[config.mk]
export PLATFORM = sky130hd
export DESIGN_NAME = branch_predictor_flat
export DESIGN_NICKNAME = d
export VERILOG_FILES = /design/src/rtl/branch_predictor_if.sv /design/src/rtl/branch_predictor.sv /design/src/flat_wrapper.sv
export SDC_FILE = /design/constraint.sdc
export NUM_CORES = 1
export LEC_CHECK = 0
export BUFFER_PORTS_ARGS = -buffer_cell sky130_fd_sc_hd__clkbuf_2
export CAP_MARGIN = 25
export CORE_MARGIN = 2
export CORE_UTILIZATION = 29
export DETAILED_ROUTE_END_ITERATION = 10
export GPL_ROUTABILITY_DRIVEN = 0
export HOLD_SLACK_MARGIN = 0.08
export PLACE_DENSITY = 0.48
export SETUP_SLACK_MARGIN = 0.2
export SLEW_MARGIN = 20
export SYNTH_ARGS = -nofsm -noshare
export SYNTH_HDL_FRONTEND = slang
export SYNTH_SLANG_ARGS = --single-unit
[constraint.sdc]
create_clock -name clk -period 4.4 [get_ports clk]
set_clock_uncertainty 0.1 [all_clocks]
set_input_delay 0 -clock clk [delete_from_list [all_inputs] [get_ports clk]]
set_output_delay 0 -clock clk [all_outputs]
set_load 0.01 [all_outputs]
[src/rtl/branch_predictor_if.sv]
// Fetch lookup and execute feedback bundle for branch_predictor.
// master = fetch/execute side, slave = predictor.
`ifndef PC_SIZE
`define PC_SIZE 16
`endif

interface branch_predictor_if #(
  parameter int PC_W = `PC_SIZE
);
  logic            fetch_pc_valid_unused;
  logic [PC_W-1:0] fetch_pc;
  logic            predict_taken;
  logic [PC_W-1:0] predict_target;
  logic            fb_branch;
  logic [PC_W-1:0] fb_pc;
  logic [PC_W-1:0] fb_predict_target;
  logic            fb_predict_taken;
  logic [PC_W-1:0] fb_feedback_target;
  logic            fb_feedback_taken;
  logic            redirect;
  logic [PC_W-1:0] redirect_pc;

  modport master (
    output fetch_pc, fb_branch, fb_pc,
    output fb_predict_target, fb_predict_taken,
    output fb_feedback_target, fb_feedback_taken,
    input  predict_taken, predict_target,
    input  redirect, redirect_pc
  );

  modport slave (
    input  fetch_pc, fb_branch, fb_pc,
    input  fb_predict_target, fb_predict_taken,
    input  fb_feedback_target, fb_feedback_taken,
    output predict_taken, predict_target,
    output redirect, redirect_pc
  );
endinterface

[src/rtl/branch_predictor.sv]
// Direct-mapped BTB with 2-bit counters; flags mispredicts from execute.
// Optional BP_STATS_EN adds saturating branch/mispredict counters.
`ifndef PC_SIZE
`define PC_SIZE 16
`endif

module branch_predictor #(
  parameter int PC_W    = `PC_SIZE,
  parameter int ENTRIES = 16
) (
  input  logic clk,
  input  logic rst,
  branch_predictor_if.slave bp
`ifdef BP_STATS_EN
  ,
  output logic [31:0] stat_branches,
  output logic [31:0] stat_mispredicts
`endif
);
  localparam int IDX_W = $clog2(ENTRIES);
  localparam int TAG_W = PC_W - IDX_W;

  logic [ENTRIES-1:0] valid;
  logic [1:0]         ctr    [ENTRIES];
  logic [TAG_W-1:0]   tag    [ENTRIES];
  logic [PC_W-1:0]    target [ENTRIES];

  logic [IDX_W-1:0] fi;
  logic [IDX_W-1:0] ui;
  logic [TAG_W-1:0] ftag;
  logic [TAG_W-1:0] utag;
  logic             hit;
  logic             fb_hit;
  logic             tk;
  logic             mis;

  assign fi   = bp.fetch_pc[IDX_W-1:0];
  assign ftag = bp.fetch_pc[PC_W-1:IDX_W];
  assign ui   = bp.fb_pc[IDX_W-1:0];
  assign utag = bp.fb_pc[PC_W-1:IDX_W];
  assign tk   = bp.fb_feedback_taken;

  assign hit    = valid[fi] && (tag[fi] == ftag);
  assign fb_hit = valid[ui] && (tag[ui] == utag);

  assign bp.predict_taken  = hit && ctr[fi][1];
  assign bp.predict_target = bp.predict_taken
                           ? target[fi]
                           : bp.fetch_pc + 1'b1;

  assign mis =
    (bp.fb_predict_taken != tk) ||
    (tk && (bp.fb_predict_target != bp.fb_feedback_target));

  assign bp.redirect    = !rst && bp.fb_branch && mis;
  assign bp.redirect_pc = (rst || !bp.fb_branch) ? '0
                        : tk ? bp.fb_feedback_target
                        : bp.fb_pc + 1'b1;

  always_ff @(posedge clk or posedge rst) begin
    if (rst) begin
      valid <= '0;
      for (int i = 0; i < ENTRIES; i++) ctr[i] <= 2'b01;
    end else if (bp.fb_branch) begin
      if (fb_hit) begin
        if (tk && ctr[ui] != 2'b11)
          ctr[ui] <= ctr[ui] + 2'd1;
        else if (!tk && ctr[ui] != 2'b00)
          ctr[ui] <= ctr[ui] - 2'd1;
      end else if (tk) begin
        valid[ui] <= 1'b1;
        ctr[ui]   <= 2'b10;
      end
    end
  end

  // Tag/target carry no reset; valid gates their use.
  always_ff @(posedge clk) begin
    if (!rst && bp.fb_branch && tk) begin
      tag[ui]    <= utag;
      target[ui] <= bp.fb_feedback_target;
    end
  end

`ifdef BP_STATS_EN
  always_ff @(posedge clk or posedge rst) begin
    if (rst) begin
      stat_branches    <= '0;
      stat_mispredicts <= '0;
    end else begin
      if (bp.fb_branch && stat_branches != 32'hFFFF_FFFF)
        stat_branches <= stat_branches + 32'd1;
      if (bp.redirect && stat_mispredicts != 32'hFFFF_FFFF)
        stat_mispredicts <= stat_mispredicts + 32'd1;
    end
  end
`endif
endmodule
[src/flat_wrapper.sv]
// flat-port wrapper written by rule: the top's interface ports become plain ports
module branch_predictor_flat 
#(
  parameter int PC_W    = `PC_SIZE,
  parameter int ENTRIES = 16
)
  (clk, rst, bp_fetch_pc, bp_fb_branch, bp_fb_pc, bp_fb_predict_target, bp_fb_predict_taken, bp_fb_feedback_target, bp_fb_feedback_taken, bp_predict_taken, bp_predict_target, bp_redirect, bp_redirect_pc);
  branch_predictor_if #(.PC_W(PC_W)) bp_i ();
  input  logic clk;
  input  logic rst;
  input wire logic [$bits(bp_i.fetch_pc)-1:0] bp_fetch_pc;
  input wire logic [$bits(bp_i.fb_branch)-1:0] bp_fb_branch;
  input wire logic [$bits(bp_i.fb_pc)-1:0] bp_fb_pc;
  input wire logic [$bits(bp_i.fb_predict_target)-1:0] bp_fb_predict_target;
  input wire logic [$bits(bp_i.fb_predict_taken)-1:0] bp_fb_predict_taken;
  input wire logic [$bits(bp_i.fb_feedback_target)-1:0] bp_fb_feedback_target;
  input wire logic [$bits(bp_i.fb_feedback_taken)-1:0] bp_fb_feedback_taken;
  output wire logic [$bits(bp_i.predict_taken)-1:0] bp_predict_taken;
  output wire logic [$bits(bp_i.predict_target)-1:0] bp_predict_target;
  output wire logic [$bits(bp_i.redirect)-1:0] bp_redirect;
  output wire logic [$bits(bp_i.redirect_pc)-1:0] bp_redirect_pc;
  assign bp_i.fetch_pc = bp_fetch_pc;
  assign bp_i.fb_branch = bp_fb_branch;
  assign bp_i.fb_pc = bp_fb_pc;
  assign bp_i.fb_predict_target = bp_fb_predict_target;
  assign bp_i.fb_predict_taken = bp_fb_predict_taken;
  assign bp_i.fb_feedback_target = bp_fb_feedback_target;
  assign bp_i.fb_feedback_taken = bp_fb_feedback_taken;
  assign bp_predict_taken = bp_i.predict_taken;
  assign bp_predict_target = bp_i.predict_target;
  assign bp_redirect = bp_i.redirect;
  assign bp_redirect_pc = bp_i.redirect_pc;
  branch_predictor #(.PC_W(PC_W), .ENTRIES(ENTRIES)) u_core (.clk(clk), .rst(rst), .bp(bp_i));
endmodule
Word-level counts from Yosys, hierarchy flattened
Memories as Yosys holds them, arrays and structs flattened.
Index checks and enable logic that the tools add are counted.
Operators by class
  add/subtract/negate cells: 4
  reductions and logical operators: 20
  bitwise operators: 7
  multiplexer cells: 25
  equality and inequality tests: 6
  $lt $le $gt $ge: 6
Operator list (count)
  two-way mux 32 bit: 4
  bitwise mux 32 bit: 2
  two-way mux 16 bit: 3
  adder 16 x 1 -> 16 bit (second input constant): 2
  OR 16 bit: 2
  equality test 12 bit: 2
  bitwise AND 16 bit: 1
  binary-select mux 2 bit (select 4 bit): 2
  != test 16 bit: 1
  NOT 16 bit: 1
  logical AND 1 bit: 11
  >= comparator 5 bit (second input constant): 2
  < comparator 4 x 5 -> 1 bit (second input constant): 2
  two-way mux 2 bit: 5
  NOT 4 -> 5 bit: 2
  binary-select mux 1 bit (select 4 bit): 2
  demux 2 bit (select 4 bit): 1
  AND reduction 3 bit: 2
  < comparator 5 x 1 -> 1 bit (second input constant): 1
  two-way mux 1 bit: 5
  demux 1 bit (select 4 bit): 1
  >= comparator 4 x 1 -> 1 bit (second input constant): 1
  nonzero test 2 bit: 2
  zero test 1 bit: 3
  7 further kinds: 8
Word-level totals
  output and inout bits: 34
  memories: 2
  flip-flop bits (word level): 48
  memory bits (writable): 448
Memories
  u_core.target: words 16, bits a word 16, rd ports 1, clocked after Yosys merged registers in 0, write ports 1, RTL line branch_predictor.sv:26  | logic [PC_W-1:0] target [ENTRIES];
  u_core.tag: words 16, bits a word 12, rd ports 2, clocked after Yosys merged registers in 0, write ports 1, RTL line branch_predictor.sv:25  | logic [TAG_W-1:0] tag [ENTRIES];

Longest topological paths before layout
  word-level depth: 9
  gate-level depth with buffers: 16
  mapped depth without buffers: 9

Least setup slack after synthesis
Ideal clock, no wire load.
  kind: input to register
  start: input port rst
  end: memory u_core.tag[10][0] (netlist bit), enable pin
  stages on the path: 4
  arrival time: 2.873 ns
  setup time: 0.413 ns
  slack: 1.014 ns
  data required time: 3.887 ns
  cell sequence: inv_1 nand3_1 clkbuf_1 nor2_1
On the way
  longest elaborated chain between the ends: 5
RTL lines
  start, declared: RTL line flat_wrapper.sv:10  | input logic rst;
  zero test 1 bit: RTL line branch_predictor.sv:79  | if (!rst && bp.fb_branch && tk) begin
  logical AND 1 bit (2 in series): RTL line branch_predictor.sv:79
  two-way mux 1 bit: RTL line branch_predictor.sv:79
  two-way mux 1 bit (not written as such): RTL line branch_predictor.sv:80  | tag[ui] <= utag;
  end, declared: RTL line branch_predictor.sv:25
No other way between the ends.

==> qor.yml <==
clock_network:
  cts.clk_slew.worst_paths_ps: 60
  cts_tree: "built"
  clockBufferDepth: 3
  insertion_delay_ps: 630
  cts_inserted_buffers: 54
  post_cts_buffers: 0
  cts.sinks: 496
  ctsResizeCount: 0
  cts-htree-levels: 2
  cts_hold_buffers: 30
  root_buffer: "clkbuf_16"
power:
  total_power_mw: 10.6
  p_leak_nw: 8.73
  p_per_area_nw_per_um2: 398
  ir_worst_vdd_v: 0.000303
synth:
  synth_cells: 1262
  synth_warnings: 0
  yosysTopAreaCellShare_pct: 59.2
  yosysUniqueCellTypes: 50
  ys_seq_area_share_pct: 64.5
  synthTopCellsByArea: "edfxtp_1 (59%), mux4_2 (19%), dfrtp_1 (3.5%), dfstp_2 (1.8%), nor2_1 (1.7%)"
  synth_area_per_cell_um2: 18.0
  ys_ff_latch: 496
  syn_area_um2: 22700
  netlist.top_cell.by_area: "edfxtp_1"
  syn_nets: 1338
setup_path:
  worstPathRequired_ps: 4300
  end_kind: "output pin"
  critPathLaunchType: "flip-flop"
  path_class: "reg -> out"
  critPathMaxFanout: 32
  worstPathArrival_ps: 3800
floorplan:
  design.portCount: 103
  dieArea_um2: 80600
  start_util_pct: 29.3
  die_w_um: 284
  die_h_um: 284
  core_um2: 77600
  rows: 102
route:
  drt_iter0_markers: 1179
  vias_per_cell: 5.13
  vias: 12827
  routedWlPerCell_um: 27.5
  drc: 0
  wl_um: 68800
  first_pass_iters: 8
  ant_nets: 0
global_route:
  antenna_found_initial: 1
  overflow: 0
  grt_pass1_vias: 13279
  grt_max_degree: 50
  grt_pass1_wl_um: 98900
  gr-usage-all-layers_pct: 17.0
status:
  status: "complete, no violations"
timing:
  setup_viol: 0
  maxSlewViolCount: 0
  slew_headroom_pct: 28.0
  worst-slew-pin-transition_ps: 1080
  timing.fmax_mhz: 256
  tns_ps: 0
  finalHoldViolCount: 0
  period_needed_ps: 3900
  finalCritPeriodShare_pct: 88.7
  rsz0062_at_grt: "false"
  whs_ps: 169
  fin_ws_ps: 498
final_layout:
  drive_above_1_share_pct: 34.3
  area.growth.synth_to_final_pct: 17.4
  final_util_pct: 34.4
  design_area_um2: 26700
  layout.nets: 1492
  nFillCells: 7484
  fin_cells: 2502
placement:
  placed_cell_area_um2: 24700
  portBuffers: 102
  pre_cts_ws_ps: 674
  placedCellCount: 2370
  hpwl_um: 43200
worst_hold_path:
  hold_class: "in -> reg"
job:
  maxCapViolations: 0
==> cells in the mapped netlist (all sizes together) <==
cell type and n:
buf 56, o32ai 1, nor3 7, and2 3, o22ai 5, a221o 1
dfstp 16, nor2 101, xor2 34, or2 1, a211oi 5, nand3 16
o21ai 4, o21bai 16, nor4 4, ha 7, nand4 11, o211ai 2
mux2 42, mux2i 15, nand2b 5, and4 1, a32oi 16, a31oi 5
nand2 48, nor3b 1, xnor2 42, clkbuf 26, a2111oi 1, edfxtp 448
a22o 3, and3 9, dfrtp 32, nor2b 8, a221oi 4, a311oi 4
mux4 194, a21oi 41, inv 27
==> placed cells by master, fill, tap and decap left out, types with 9 or more instances in the layout <==
cell type,n
nand4_1,10
a21oi_1,40
a32oi_2,11
xnor2_1,42
xor2_1,34
clkbuf_1,11
inv_1,25
dfstp_2,16
mux4_2,194
nor2_4,16
nor2_1,85
mux2_2,21
clkbuf_2,97
buf_4,47
edfxtp_1,448
dlygate4sd3_1,30
clkinv_2,17
and3_1,9
mux2i_1,15
nand2_1,48
o21bai_1,16
clkbuf_16,54
mux2_1,21
dfrtp_1,32
nand3_1,15
==> critical path: stages (launching register included) <==
cell	delay [ps]
edfxtp_1	400
mux4_2	480
mux4_2	570
xnor2_1	180
nand4_1	180
nor4_1	310
nand4_1	180
buf_4	280
mux2_1	420
clkbuf_2	160
==> area by class of cell <==
type | count | area, um2 | share of cell area (%)
Timing Repair Buffer | 180 | 1250 | 4.69
Clock buffer | 67 | 1420 | 5.32
Multi-Input combinational cell | 657 | 7660 | 28.7
Tap cell | 1040 | 1300 | 4.87
Antenna cell | 1 | 2.50 | 0.00937
Sequential cell | 496 | 14700 | 55.0
Clock inverter | 34 | 283 | 1.06
Inverter | 27 | 101 | 0.380
==> routing by layer <==
layer  vias to the layer above  track usage, %  share of wire (%)
li1                       5419               -                  -
met1                      6923            24.7                 46
met2                       400            27.1                 47
met3                        85            2.27                5.2
met4                         0            3.86                1.8
met5                         -               0                  0
==> logic make-up (layout without fill, tap and decap cells) <==
| kind of cell | after synthesis | count (layout) | share of synthesized area (%) |
|---|---|---|---|
| adder cells (fa/ha/maj) | 7 | 7 | 0.385 |
| AO/OA/AOI/OAI | 108 | 108 | 3.65 |
| other | 0 | 1 | 0 |
| XOR/XNOR | 76 | 76 | 2.93 |
| AND/OR/NAND/NOR | 215 | 215 | 4.19 |
| buffers and inverters | 109 | 308 | 2.33 |
| multiplexers | 251 | 251 | 22.0 |
| flip-flops | 496 | 496 | 64.5 |
==> where the power goes <==
part | total (mW) | internal, mW | leakage, nW | switching [mW]
logic | 0.968 | 0.420 | 3.34 | 0.548
registers | 5.30 | 5.23 | 4.56 | 0.0693
clock network | 4.37 | 2.43 | 0.830 | 1.94
total | 10.6 | 8.08 | 8.73 | 2.56
==> path summary, 6_finish.rpt <==
kind | endpoint | startpoint | slack, ps | cells after the start
worst max-delay path | bp_predict_target[1] | u_core.tag[6][11]$_DFFE_PP_ | 500 | 9
worst min-delay path | u_core.valid[15]$_DFFE_PP0P_ | bp_fb_pc[2] | 170 | 5
worst max register to register | u_core.ctr[29]$_DFFE_PP0P_ | u_core.tag[2][10]$_DFFE_PP_ | 920 | 9
worst min register to register | u_core.valid[15]$_DFFE_PP0P_ | u_core.valid[15]$_DFFE_PP0P_ | 400 | 1
max in group asynchronous | u_core.ctr[31]$_DFFE_PP0P_ | rst | 3100 | 5
min in group asynchronous | u_core.ctr[17]$_DFFE_PP0P_ | rst | 640 | 5
==> state kept, by name (all words and copies together), names as in the netlist <==
name / cells
u_core.valid: 16
u_core.ctr: 32
u_core.target: 256
u_core.tag: 192
Power figures use the tool's default switching activity.
